`src/rtl/cpu_pkg.sv`:
```
// Shared control-unit definitions: state encodings, instruction class codes,
// strobe bit positions and the per-state strobe decode.
package cpu_pkg;

    typedef enum logic [2:0] {
        ST_RST      = 3'd0,
        ST_FETCH    = 3'd1,
        ST_DECODE   = 3'd2,
        ST_EXEC_ALU = 3'd3,
        ST_EXEC_LD  = 3'd4,
        ST_EXEC_ST  = 3'd5,
        ST_EXEC_BR  = 3'd6,
        ST_HALT     = 3'd7
    } cu_state_e;

    // Instruction class, taken from ir[11:9].
    typedef enum logic [2:0] {
        CLS_ALU  = 3'b000,
        CLS_LD   = 3'b001,
        CLS_ST   = 3'b010,
        CLS_BR   = 3'b011,
        CLS_BRZ  = 3'b100,
        CLS_BRN  = 3'b101,
        CLS_BRC  = 3'b110,
        CLS_HALT = 3'b111
    } cls_e;

    localparam int STB_W       = 8;
    localparam int STB_W_EN    = 0;
    localparam int STB_S_SEL   = 1;
    localparam int STB_PC_LD   = 2;
    localparam int STB_PC_INC  = 3;
    localparam int STB_IR_LD   = 4;
    localparam int STB_ADR_SEL = 5;
    localparam int STB_MR_EN   = 6;
    localparam int STB_MW_EN   = 7;

    // Strobes owned by each state. The pc_ld bit only arms the branch;
    // the condition is applied in the EXEC_BR cycle itself.
    function automatic logic [STB_W-1:0] state_strobes(input cu_state_e s);
        logic [STB_W-1:0] v;
        v = '0;
        unique case (s)
            ST_FETCH: begin
                v[STB_MR_EN]  = 1'b1;
                v[STB_IR_LD]  = 1'b1;
                v[STB_PC_INC] = 1'b1;
            end
            ST_EXEC_ALU: begin
                v[STB_W_EN] = 1'b1;
            end
            ST_EXEC_LD: begin
                v[STB_ADR_SEL] = 1'b1;
                v[STB_MR_EN]   = 1'b1;
                v[STB_S_SEL]   = 1'b1;
                v[STB_W_EN]    = 1'b1;
            end
            ST_EXEC_ST: begin
                v[STB_ADR_SEL] = 1'b1;
                v[STB_MW_EN]   = 1'b1;
            end
            ST_EXEC_BR: begin
                v[STB_PC_LD] = 1'b1;
            end
            default: ;
        endcase
        return v;
    endfunction

    function automatic logic is_exec(input cu_state_e s);
        return (s == ST_EXEC_ALU) || (s == ST_EXEC_LD) ||
               (s == ST_EXEC_ST)  || (s == ST_EXEC_BR);
    endfunction

endpackage

```
`src/rtl/cpu_cu_decode.sv`:
```
// Class/condition decoder: maps ir[11:9] and the C/N/Z flags to the
// execute state to enter after DECODE and whether a branch is taken.
module cpu_cu_decode
    import cpu_pkg::*;
(
    input  logic [2:0] cls,
    input  logic       c,
    input  logic       n,
    input  logic       z,
    output cu_state_e  exec_state,
    output logic       br_taken
);

    always_comb begin
        exec_state = ST_HALT;
        br_taken   = 1'b0;
        unique case (cls)
            CLS_ALU:  exec_state = ST_EXEC_ALU;
            CLS_LD:   exec_state = ST_EXEC_LD;
            CLS_ST:   exec_state = ST_EXEC_ST;
            CLS_BR: begin
                exec_state = ST_EXEC_BR;
                br_taken   = 1'b1;
            end
            CLS_BRZ: begin
                exec_state = ST_EXEC_BR;
                br_taken   = z;
            end
            CLS_BRN: begin
                exec_state = ST_EXEC_BR;
                br_taken   = n;
            end
            CLS_BRC: begin
                exec_state = ST_EXEC_BR;
                br_taken   = c;
            end
            CLS_HALT: exec_state = ST_HALT;
            default: ;
        endcase
    end

endmodule

```
`src/rtl/cpu_cu.sv`:
```
// Multi-cycle CPU control unit: FETCH / DECODE / EXEC_* sequencer with
// registered execution-unit strobes and a retired-instruction counter.
// Ports: clk, reset (async, active-low), D_in (instruction word), C/N/Z
// flags; strobes w_en s_sel pc_ld pc_inc ir_ld adr_sel mr_en mw_en,
// halted, icnt (retired count) and state (debug).
module cpu_cu
    import cpu_pkg::*;
#(
    parameter int ICNT_W = 16
) (
    input  logic              clk,
    input  logic              reset,
    input  logic [15:0]       D_in,
    input  logic              C,
    input  logic              N,
    input  logic              Z,
    output logic              w_en,
    output logic              s_sel,
    output logic              pc_ld,
    output logic              pc_inc,
    output logic              ir_ld,
    output logic              adr_sel,
    output logic              mr_en,
    output logic              mw_en,
    output logic              halted,
    output logic [ICNT_W-1:0] icnt,
    output logic [2:0]        state
);

    cu_state_e          state_q;
    cu_state_e          state_d;
    cu_state_e          exec_state;
    logic               br_taken;
    logic [STB_W-1:0]   strobe_q;
    logic [STB_W-1:0]   strobe_d;
    logic               halted_q;
    logic [15:0]        ir_q;
    logic [ICNT_W-1:0]  icnt_q;

    // Operand fields are consumed by the execution unit's own IR;
    // the full word is kept here for debug visibility.
    logic               ir_unused;
    assign ir_unused = ^{ir_q[15:12], ir_q[8:0]};

    cpu_cu_decode u_decode (
        .cls        (ir_q[11:9]),
        .c          (C),
        .n          (N),
        .z          (Z),
        .exec_state (exec_state),
        .br_taken   (br_taken)
    );

    always_comb begin
        state_d = state_q;
        unique case (state_q)
            ST_RST:      state_d = ST_FETCH;
            ST_FETCH:    state_d = ST_DECODE;
            ST_DECODE:   state_d = exec_state;
            ST_EXEC_ALU,
            ST_EXEC_LD,
            ST_EXEC_ST,
            ST_EXEC_BR:  state_d = ST_FETCH;
            ST_HALT:     state_d = ST_HALT;
        endcase
        // Strobes are computed from the next state and registered
        // alongside it, so each output comes straight from a flop.
        strobe_d = state_strobes(state_d);
    end

    always_ff @(posedge clk or negedge reset) begin
        if (!reset) begin
            state_q  <= ST_RST;
            strobe_q <= '0;
            halted_q <= 1'b0;
            ir_q     <= 16'h0000;
            icnt_q   <= '0;
        end else begin
            state_q  <= state_d;
            strobe_q <= strobe_d;
            halted_q <= (state_d == ST_HALT);
            if (state_q == ST_FETCH)
                ir_q <= D_in;
            if (is_exec(state_q))
                icnt_q <= icnt_q + ICNT_W'(1);
        end
    end

    assign w_en    = strobe_q[STB_W_EN];
    assign s_sel   = strobe_q[STB_S_SEL];
    assign pc_inc  = strobe_q[STB_PC_INC];
    assign ir_ld   = strobe_q[STB_IR_LD];
    assign adr_sel = strobe_q[STB_ADR_SEL];
    assign mr_en   = strobe_q[STB_MR_EN];
    assign mw_en   = strobe_q[STB_MW_EN];
    // Flags are the execution unit's registered outputs, so they are
    // stable through the EXEC_BR cycle in which they are sampled.
    assign pc_ld   = strobe_q[STB_PC_LD] & br_taken;
    assign halted  = halted_q;
    assign icnt    = icnt_q;
    assign state   = state_q;

endmodule
```
`config.mk`:
```
export PLATFORM = sky130hd
export DESIGN_NAME = cpu_cu
export DESIGN_NICKNAME = d
export VERILOG_FILES = /design/src/rtl/cpu_pkg.sv /design/src/rtl/cpu_cu_decode.sv /design/src/rtl/cpu_cu.sv
export SDC_FILE = /design/constraint.sdc
export NUM_CORES = 1
export LEC_CHECK = 0
export BUFFER_PORTS_ARGS = -buffer_cell sky130_fd_sc_hd__buf_2
export CAP_MARGIN = 20
export CORE_AREA = 5 5 75 77
export CTS_BUF_LIST = sky130_fd_sc_hd__clkbuf_2
export DETAILED_ROUTE_END_ITERATION = 7
export DIE_AREA = 0 0 80 82
export SETUP_SLACK_MARGIN = 0.02
export SYNTH_ARGS = -nofsm -noshare
export SYNTH_HDL_FRONTEND = slang
export SYNTH_SLANG_ARGS = --single-unit
```
`constraint.sdc`:
```
create_clock -name clk -period 3.9 [get_ports clk]
set_input_delay 0.39 -clock clk [delete_from_list [all_inputs] [get_ports clk]]
set_output_delay 0.39 -clock clk [all_outputs]
set_load 0.01 [all_outputs]
```
-- After elaboration in Yosys (flattened, before gate mapping)
Index checks and enable logic that the tools add are counted.
- register bits after elaboration: 40
- input port bits: 21
- logic and storage cells: 47
- add/subtract/negate cells: 1
- eq/ne operators: 20
- muxes and demuxes: 10
- bitwise operators: 1
- reduce and logical (&&, ||, !) cells: 10
- operators with widths (kind ; number):
    $eq A3 B3 Y1 const B ; 12
    $add A16 B1 Y16 const B ; 1
    $eq A3 B2 Y1 const B ; 5
    $pmux W3 S5 ; 1
    $pmux W3 S4 ; 1
    $eq A3 B1 Y1 const B ; 3
    $logic_not A3 Y1 ; 2
    $mux W1 ; 6
    $reduce_or A2 Y1 ; 3
    $reduce_or A5 Y1 ; 1
    $pmux W1 S4 ; 1
    $reduce_or A4 Y1 ; 1
    $logic_or A1 B1 Y1 ; 3
    $mux W2 ; 1
    $and A1 B1 Y1 ; 1

-- Longest topological paths before layout
Gate-level depths: netlist of run 1.
- depth in word-level cells: 7
- mapped depth: 6

-- Cells and area by module
Synthesis of run 1 repeated with hierarchy kept, for this count alone.
- cells, all modules: 126
- area, all modules: 1421.4 um2
- by module, submodules not included (module ; instances ; cells an instance ; area an instance (um2) ; seq. area each (um2)):
    cpu_cu ; 1 ; 116 ; 1346.3 ; 750.7
    cpu_cu_decode ; 1 ; 10 ; 75.1 ; 0.0

-- Worst setup path before layout of run 1
OpenSTA, ideal clock, no wires.
- path kind: flip-flop to flip-flop
- start: register state_q[2], in the netlist state[2]
- end: register icnt_q[7], in the netlist icnt[7]
- library setup time: 0.129 ns
- data arrival time: 1.366 ns
- data required time: 3.771 ns
- slack: 2.404 ns
- stages on the path, launching flop included: 7
- cell sequence: dfrtp_1 -> buf_6 -> and3b_4 -> o21a_1 -> buf_2 -> nand4_1 -> xnor2_1
- word-level cells in the longest chain between the ends: 4
- elaborated cells between the ends (all ways): 7
- those cells by class: 4 x eq/ne; 3 x reduce/logical
- ends and longest elaborated chain (element ; RTL line ; text):
    from (decl) ; cpu_cu.sv:30 ; cu_state_e state_q;
    from (signal assigned) ; cpu_cu.sv:79 ; state_q <= state_d;
    $eq A3 B2 Y1 or $eq A3 B3 Y1 (tied branches) ; cpu_pkg.sv:71 ; return (s == ST_EXEC_ALU) || (s == ST_EXEC_LD) ||
    $logic_or A1 B1 Y1 (2 in a row) ; cpu_pkg.sv:71 ;
    $logic_or A1 B1 Y1 * ; cpu_pkg.sv:72 ; (s == ST_EXEC_ST) || (s == ST_EXEC_BR);
    to (signal assigned) ; cpu_cu.sv:85 ; icnt_q <= icnt_q + ICNT_W'(1);
    to (decl) ; cpu_cu.sv:38 ; logic [ICNT_W-1:0] icnt_q;
Every way passes the cells marked *; elsewhere a longest branch is shown, timed or not.
A chain may end at the register's enable or synchronous reset.

-- Worst setup path in the final report of run 1
- start: register ir_q[10]
- end: output pc_ld
- word-level cells in the longest chain between the ends: 3
- elaborated cells between the ends (all ways): 6
- those cells by class: 4 x eq/ne; 1 x mux; 1 x bitwise
- ends and longest elaborated chain (element ; RTL line ; text):
    from (decl) ; cpu_cu.sv:37 ; logic [15:0] ir_q;
    from (signal assigned) ; cpu_cu.sv:83 ; ir_q <= D_in;
    $eq A3 B3 Y1 or $eq A3 B2 Y1 (tied branches) ; cpu_cu_decode.sv:17 ; unique case (cls)
    $pmux W1 S4 * ; cpu_cu_decode.sv:17 ;
    $and A1 B1 Y1 * ; cpu_cu.sv:98 ; assign pc_ld = strobe_q[STB_PC_LD] & br_taken;
    to (decl) ; cpu_cu.sv:19 ; output logic pc_ld,
Marks and branches as above.

==> results.md, run 1 <==
Floorplanning:
- In this run the count of I/O pins placed on the die edge is 49.
- The overall die area is 0.00656 sq mm.
- The cell row count is 26.
- From left edge to right edge, the die measures 80 um.
- For this configuration, the core starts out at a cell density of 0.286.
- Measured along the y axis, the die boundary spans 82 um.
- The floorplan step defined a core boundary enclosing 0.00494 sq mm.

Cells and area:
- The repair_antennas step left the layout with diodes totalling 0.
- The number of nets in the final layout is 178.
- The top cell types in the final layout, fill and taps aside, are buf_2 (35), dfrtp_1 (30), xnor2_1 (13).
- The share of final-layout standard cells stronger than drive strength 1 is 0.323.
- Relative to the synthesized area, the layout overhead comes to 17.8%.
- The count of cells in the finished layout, fillers not included, comes to 225.
- The sequential cells in the finished layout cover a total of 751 sq um.
- The summed area of non-filler cells in the final layout is 0.00167 sq mm.
- After filler insertion, the fill cell instance count of the layout stands at 524.
- The most common library cell in the layout ignoring fill and taps is buf_2.
- In the final layout, the multi-input gates occupy 616 sq um.

Flow run:
- The total of max-cap violations is 0.

Clocking:
- Buffers inserted during clock tree synthesis total 5.
- The number of buffers inserted by hold repair at cts is 0.
- Counting along the longest clock path gives a buffer depth of 2.
- The maximum level of the CTS H-tree is 2.
- The total setup buffers inserted after CTS is 0.
- Clock latency on the worst-skew pair, taken at its later pin, is 0.35 ns.
- The clock tree root driver cell is clkbuf_2.
- The clock tree from TritonCTS is built.
- Counting every sink on the clock net gives 30.
- In this run, post-CTS repair resized a total of 0 instances.
- Clock-pin slew was measured on the worst setup and hold paths at 0.15 ns.

Placement:
- During placement, the flow inserted port buffers numbering 35.
- The area after detailed placement is 0.00164 sq mm.
- The final estimated routing congestion in global placement is 0.730.
- The number of placed instances, taps included is 219.
- The estimated wirelength of the detail-placed design is 1.98 mm.
- The post-place setup slack is 2.27 ns.

Power and ir drop:
- VDD sags by at most 0.000272 V.
- Of the total power, combinational logic draws 0.384.
- The switching power is 441 uW.
- The switching power share of the total is 0.408.
- Summed over all cells, the static leakage comes to 0.809 nW.
- The internal power contribution is 639 uW.
- The design draws 1.08 mW.
- Of the total power, registers draw 0.491.
- Of the total power, the clock network draws 0.124.
- The power per standard cell area is 649 mW/mm^2.

Drt:
- Summed over all nets, wire length on met3 after detailed routing comes to 206 um.
- Once detail routing completed, the nets flagged for antenna violations numbered 0.
- The pre-antenna-repair detailed-routing pass consisted of 3 iterations.
- The highest layer touched by signal routing is met4.
- The post-detailed-route DRC marker count is 0.
- Dividing the detail-routed wire length by the instance count gives 12.2 um.
- The total length of routed wires is 2.75 mm.
- The routed layout has 983 vias.
- After detailed routing, the wire length on met1 is 1.28 mm.
- In the routed layout, each cell is associated on average with a via count of 4.37.
- After detailed routing, the met2 layer carries 1.23 mm of wire.
- For this block, the initial DRC count from the detailed router was 41.

GRT:
- The global route total overflow is 0.
- The via count of the first global-routing pass came to 1038.
- The total routing usage reported by global routing is 0.0955.
- The largest net degree at the start of global routing is 31.
- The initial antenna violation count is 0.
- The first global-routing pass estimated 4.80 mm of wire.

Timing:
- Across all setup checks in the final design, the least slack found is 2.00 ns.
- The number of hold-slack violations in the final timing report is 0.
- Between clock sinks in the finished design, the worst skew comes to 0.0170 ns.
- In this run the tightest slew margin relative to its limit is 0.569.
- The final count of pins violating max slew was 0.
- The maximum clock frequency is 527 MHz.
- After layout, the minimum clock period comes to 1.90 ns.
- The final setup violation count is 0.
- At the pin with the least slew margin, the transition time is 0.646 ns.
- Setup repair after global routing left no endpoint under its margin.
- The share of the clock period used by the worst path after layout is 0.487.
- The setup total negative slack is 0 ns.

Worst hold path:
- The tightest min-delay check is of the in -> async type.

Setup path:
- The critical path goes through mux2i_1 > nor3b_1 > a21oi_1 > nor2b_1 > buf_2.
- The start of the worst register-to-register path is state[2].
- In this design, the stage delay of the slowest critical-path cell is 0.50 ns.
- The number of cells traversed by the worst register-to-register path is 4.
- For the worst setup path, the data required time is 3.51 ns.
- The worst setup path endpoint is pc_ld.
- The end of the worst register-to-register path is icnt[14].
- The element type at the critical path end is an output pin.
- Setup slack on the worst reg-to-reg path comes out at 2.23 ns.
- The worst-path cell with the longest stage delay is dfrtp_1.
- At the worst endpoint, the arrival time is 1.51 ns.
- The start-to-end type of the worst setup path is reg -> out.
- Along the worst path, the maximum fanout reaches 8.
- The kind of start point of the critical path is a flop.
- The launching instance or port of the critical path is ir_q[10].

Logic synthesis:
- The share of synthesized flip-flops with an asynchronous set or reset is 1.00.
- Synthesis handed over a netlist of 121 instances.
- The mapped netlist covers 0.00141 sq mm.
- In this run, synthesis produced a sequential element count of 30.
- Among all flip-flop cells after synthesis, the most frequent one is dfrtp_1.
- The sequential element share of the synthesized area is 0.531.
- The number of distinct library cells after synthesis is 37.
- The count of flip-flops with a built-in enable after synthesis is 0.
- The average cell area after synthesis is 11.7 sq um.
- The net count after synthesis is 143.
- Yosys printed 0 warnings.

Status:
- The run finished with clean final reports.
## critical path, delay by kind of cell, from the launching register on
| kind | cells | cell delay [ns] |
|---|---|---|
| buf+inv | 1 | 0.14 |
| flops | 1 | 0.50 |
| simple gates | 2 | 0.31 |
| compound gates | 1 | 0.06 |
| mux | 1 | 0.15 |
## cell families after synthesis
| kind of cell | share of synthesized area |
|---|---|
| compound gates | 0.0867 |
| xor+xnor | 0.112 |
| fa+ha+maj | 0.00885 |
| buf+inv | 0.0336 |
| flops | 0.531 |
| mux | 0.0310 |
| simple gates | 0.197 |
## sequential cells by signal (all words and copies together) (netlist names)
register  cells
state         3
strobe_q      7
ir_q          3
halted        1
icnt         16
## final cells by class
| cell class | instances | share of cell area |
|---|---|---|
| multi-input combinational | 82 | 0.370 |
| timing repair buffer | 35 | 0.105 |
| clock inverter | 1 | 0.00225 |
| sequential | 30 | 0.451 |
| tap | 70 | 0.0526 |
| clock buffer | 5 | 0.0150 |
| inverter | 2 | 0.00451 |
## how the worst min path moves through the flow
stage,startpoint,endpoint,slack [ns],cells after the start
3_5_place_dp,icnt[15],icnt[15],0.45,1
6_report,reset,icnt[5],0.04,1
2_1_floorplan,reset,halted,0.09,0
5_1_grt,reset,icnt[12],0.07,1
3_3_place_gp,icnt[15],icnt[15],0.45,1
4_1_cts,reset,icnt[5],0.05,1
## synthesized netlist by cell type (3+ instances only)
master    count  area share
mux2_2        3       0.024
xor2_1        5       0.031
nand4_1       7       0.031
nor2_1        5       0.013
nand2b_1      4       0.018
clkbuf_1      3      0.0080
dfrtp_1      30        0.53
nand2_1       6       0.016
and3_1        3       0.013
xnor2_1      13       0.081
nand3_1       4       0.014
o21ai_0       6       0.021
## metrics by stage
stage           util  hold slack (ns)
5_1_grt        0.337           0.0699
3_5_place_dp   0.331            0.455
4_1_cts        0.337           0.0460
6_report       0.337           0.0358
3_3_place_gp   0.331            0.455
2_1_floorplan      -           0.0944
## power groups by stage
stage | Combinational, mW | Clock (mW) | Sequential, mW
after floorplan | 0.333 | 0 | 0.505
final | 0.415 | 0.134 | 0.531
after global placement | 0.419 | 0 | 0.538
after global routing | 0.474 | 0.159 | 0.550
after detailed placement | 0.424 | 0 | 0.537
after CTS | 0.426 | 0.143 | 0.531
## routing by layer
metal | track usage | vias to the layer above
met1 | 0.121 | 461
met2 | 0.148 | 31
li1 | - | 488
met4 | 0.0355 | 0
met5 | 0 | -
met3 | 0.0362 | 3
Power figures use the tool's default switching activity.
==> run 2: changes to the inputs <==
--- a/config.mk
+++ b/config.mk
@@ -5,12 +5,13 @@
 export SDC_FILE = /design/constraint.sdc
 export NUM_CORES = 1
 export LEC_CHECK = 0
+export ABC_AREA = 1
 export BUFFER_PORTS_ARGS = -buffer_cell sky130_fd_sc_hd__buf_2
 export CAP_MARGIN = 20
-export CORE_AREA = 5 5 75 77
+export CORE_AREA = 5 5 76 78
 export CTS_BUF_LIST = sky130_fd_sc_hd__clkbuf_2
 export DETAILED_ROUTE_END_ITERATION = 7
-export DIE_AREA = 0 0 80 82
+export DIE_AREA = 0 0 81 83
 export SETUP_SLACK_MARGIN = 0.02
 export SYNTH_ARGS = -nofsm -noshare
 export SYNTH_HDL_FRONTEND = slang
==> constraint.sdc (replaced) <==
create_clock -name clk -period 1.7 [get_ports clk]
set_input_delay 0.17 -clock clk [delete_from_list [all_inputs] [get_ports clk]]
set_output_delay 0.17 -clock clk [all_outputs]
set_load 0.01 [all_outputs]
==> results.md, run 2 <==
Status:
- The run finished with clean final reports.

Setup path:
- The worst setup path is of the reg -> out kind.
- The maximum net fanout on the critical path is 4 (-4).
- The worst setup path is captured at an output pin.
- The critical path data required time is 1.53 ns (-1.98 ns).
- The data arrival time at the worst-slack endpoint is 1.40 ns (-0.11 ns).
- STA classifies the critical path startpoint as a flop.
- The number of cells traversed by the worst register-to-register path is 5 (+1).
- The reg-to-reg setup timing slack was 0.25 ns (-1.98 ns).
- The end of the worst register-to-register path is icnt[13].
- The start of the worst register-to-register path is state[0].

Logic synthesis:
- The number of distinct library cells after synthesis was 20 (-46%).
- Among all flip-flop cells after synthesis, the most frequent one is dfrtp_1.
- The count of flip-flops with a built-in enable after synthesis is 0 (unchanged).
- After synthesis, the cell types taking the most area are dfrtp_1 (51%), nand2_1 (13%), nand3_1 (6.8%), inv_1 (6.4%), nor2_1 (5.6%).
- The combined area of all synthesized cells is 0.00146 sq mm (+3.5%).
- In the synthesized netlist, the cells that appear most often are nand2_1 (52), dfrtp_1 (30), inv_1 (25), nor2_1 (22), nand3_1 (20).
- The cell type with the highest aggregate area in the netlist is dfrtp_1.
- The sequential element share of the synthesized area was 0.513 (-0.0177).
- The share of synthesized flip-flops with an asynchronous set or reset is 1.00 (unchanged).
- The register bit total from synthesis is 30 (unchanged).
- The average cell area after synthesis is 8.04 sq um (-31%).
- The yosys synthesis warning count is 0 (unchanged).
- The most frequently used cell type in the post-synthesis netlist is nand2_1.
- The fraction of post-synthesis cell area in the top cell type by area is 0.513 (-0.0177).
- The instance count of the mapped netlist was 182 (+50%).
- The net count after synthesis is 204 (+43%).

GRT:
- The most used routing layer in global routing is met2.
- The met3 usage in global routing is 0.0390 (+0.00278).
- The global route total overflow came to 0 (unchanged).
- The fraction of met2 tracks used by global routing is 0.158 (+0.0101).
- The global-route track usage on met1 was 0.139 (+0.0184).
- The largest net degree at the start of global routing was 31 (unchanged).
- The wire length of the first global-routing pass is 5.65 mm (+18%).
- The initial antenna violation count is 0 (unchanged).
- The total routing usage reported by global routing is 0.106 (+0.0104).
- The via count of the first global-routing pass was 1269 (+22%).

Floorplanning:
- The area of the core is 0.00501 sq mm (+1.3%).
- The number of primary I/O pins is 49 (unchanged).
- The cell row count is 26 (unchanged).
- The initial core utilization is 0.292 (+0.00603).
- The die span in y is 83 um (+1.2%).
- The die width came to 81 um (+1.3%).
- The overall die area was 0.00672 sq mm (+2.5%).

Placement:
- The estimated wirelength of the detail-placed design is 2.40 mm (+21%).
- The number of placed instances, taps included is 286 (+31%).
- The number of buffer cells added on primary ports is 35 (unchanged).
- The post-place setup slack is 0.273 ns (-2.00 ns).
- The final estimated routing congestion in global placement is 0.798 (+9.3%).
- The area after detailed placement is 0.00172 sq mm (+5.0%).

Drt:
- The detail-routed net length per standard cell is 10.7 um (-12%).
- The number of DRC markers in iteration 0 is 76 (+85%).
- The per-cell via count in the routed design came to 4.28 (-2.0%).
- The number of iterations in the first detailed-routing pass is 4 (+1).
- The remaining number of nets flagged by the antenna check after routing came to 0 (unchanged).
- The post-detailed-route DRC marker count is 0 (unchanged).
- The via total after detailed routing came to 1276 (+30%).
- The total length of routed wires is 3.19 mm (+16%).

Clocking:
- The number of clock sinks seen by CTS is 30 (unchanged).
- The CTS buffer count is 5 (unchanged).
- In this run the clock root is driven by a clkbuf_2.
- The clock transition at the register clock pins on the worst setup and hold paths after CTS is 0.16 ns (about the same).
- TritonCTS built the clock tree.
- The later-pin clock latency in the skew report is 0.36 ns (about the same).
- The maximum level of the CTS H-tree is 2 (unchanged).
- The deepest clock path buffer count is 2 (unchanged).
- The total setup buffers inserted after CTS is 0 (unchanged).

Cells and area:
- The share of the core filled with cells is 0.359 (+0.0218).
- The flip-flop count of the largest register, all copies and words added is 16 (unchanged).
- The library cell used most frequently in the layout, excluding fill and tap cells, is nand2_1.
- The non-filler instance count after layout is 298 (+32%).
- The library cells used most frequently in the layout, excluding fill and tap cells, are nand2_1 (52), buf_2 (35), dfrtp_1 (30).
- From synthesis to final layout, the design area changed by 22.8%.
- The antenna cell count is 0 (unchanged).
- The share of final-layout standard cells stronger than drive strength 1 came to 0.211 (-0.112).
- The number of nets in the final layout came to 249 (+40%).
- The summed area of non-filler cells in the final layout is 0.00180 sq mm (+7.9%).

Power and ir drop:
- The internal power contribution is 1.37 mW (+110%).
- The power per standard cell area is 1370 mW/mm^2 (+110%).
- The leakage power summed over all cells is 0.966 nW (+19%).
- The clock group share of total power came to 0.144 (+0.020).
- The switching power share of the total is 0.444 (+0.0355).
- The maximum ir drop on the vdd rail is 0.000625 V (+130%).
- The sequential power share is 0.453 (-0.038).
- The total power is 2.46 mW (+130%).
- The proportion of power drawn by combinational gates is 0.404 (+0.020).
- The switching power was 1.09 mW (+150%).

Timing:
- The number of hold-slack violations in the final timing report is 0 (unchanged).
- The final count of pins violating max slew is 0 (unchanged).
- The worst setup slack after layout is 0.133 ns (-1.87 ns).
- The actual slew at the worst max-slew pin is 0.660 ns (+0.0136 ns).
- The share of the clock period used by the worst path after layout is 0.922.
- Timing would allow up to 638 MHz.
- The setup total negative slack is 0 ns (unchanged).
- The final hold slack was 0.347 ns (+0.311 ns).
- Setup repair after global routing could not meet its margin everywhere.
- The minimum period implied by the final worst setup slack is 1.57 ns.
- The worst relative slew slack is 0.560 (-0.00909).
- The setup clock skew after layout is 0.0146 ns (-0.00241 ns).
- The final setup violation count came to 0 (unchanged).

Flow run:
- The total of max-cap violations is 0 (unchanged).

Worst hold path:
- The min-delay analysis places its worst path in the category in -> async.
[run 2: changes by cell type after synthesis, moves of 4 or more]
cell / previous run / this run
xnor2_1: 13 / 1
nor2_1: 5 / 22
nand2b_1: 4 / 0
nand4_1: 7 / 1
nand2_1: 6 / 52
inv_1: 2 / 25
nand3_1: 4 / 20
[run 2: power by group through the flow]
stage,Sequential (mW),Combinational (mW),Clock (mW)
final,1.11,0.993,0.353
after global routing,1.15,1.13,0.413
after CTS,1.11,1.00,0.374
after detailed placement,1.12,0.994,0
after global placement,1.12,0.981,0
after floorplan,1.17,0.611,0
[run 2: critical path, stage by stage (launching register included)]
cell and delay, ns:
dfrtp_1 0.45, inv_1 0.11, nand2_1 0.09, o221ai_1 0.16, a21oi_1 0.09, buf_2 0.14
[run 2: cell type report]
| type | count | area [sq um] |
|---|---|---|
| Clock buffer | 6 | 30.0 |
| Clock inverter | 2 | 8.76 |
| Fill cell | 558 | 3210 |
| Inverter | 27 | 101 |
| Multi-Input combinational cell | 124 | 603 |
| Sequential cell | 30 | 751 |
| Tap cell | 70 | 87.6 |
| Timing Repair Buffer | 39 | 215 |
[run 2: cells by family (layout without fill, tap and decap cells)]
group / count (synthesis) / count (layout) / share of synthesized area
AND/OR/NAND/NOR: 105 / 105 / 0.320
buffers and inverters: 28 / 74 / 0.0744
adder cells (fa/ha/maj): 1 / 1 / 0.00855
AO/OA/AOI/OAI: 11 / 11 / 0.0419
flip-flops: 30 / 30 / 0.513
XOR/XNOR: 7 / 7 / 0.0419
[run 2: repair_timing]
action,CTS,global route
setup endpoints to repair,0,1
gates resized for setup,0,1
hold buffers,4,0
hold endpoints to repair,33,0
[run 2: how the worst max path moves through the flow]
stage             endpoint      from  depth (start not counted)
2_1_floorplan  strobe_q[2]  state[0]                          6
3_3_place_gp      icnt[15]  state[0]                          5
3_5_place_dp   strobe_q[2]  state[0]                          6
4_1_cts              pc_ld  ir_q[10]                          6
5_1_grt              pc_ld  ir_q[10]                          6
6_report             pc_ld   ir_q[9]                          5
[run 2: routing by layer]
layer  vias up  wire (um)
li1        660          -
met1       577       1470
met2        34       1430
met3         5        246
met4         0         39
met5         -          0
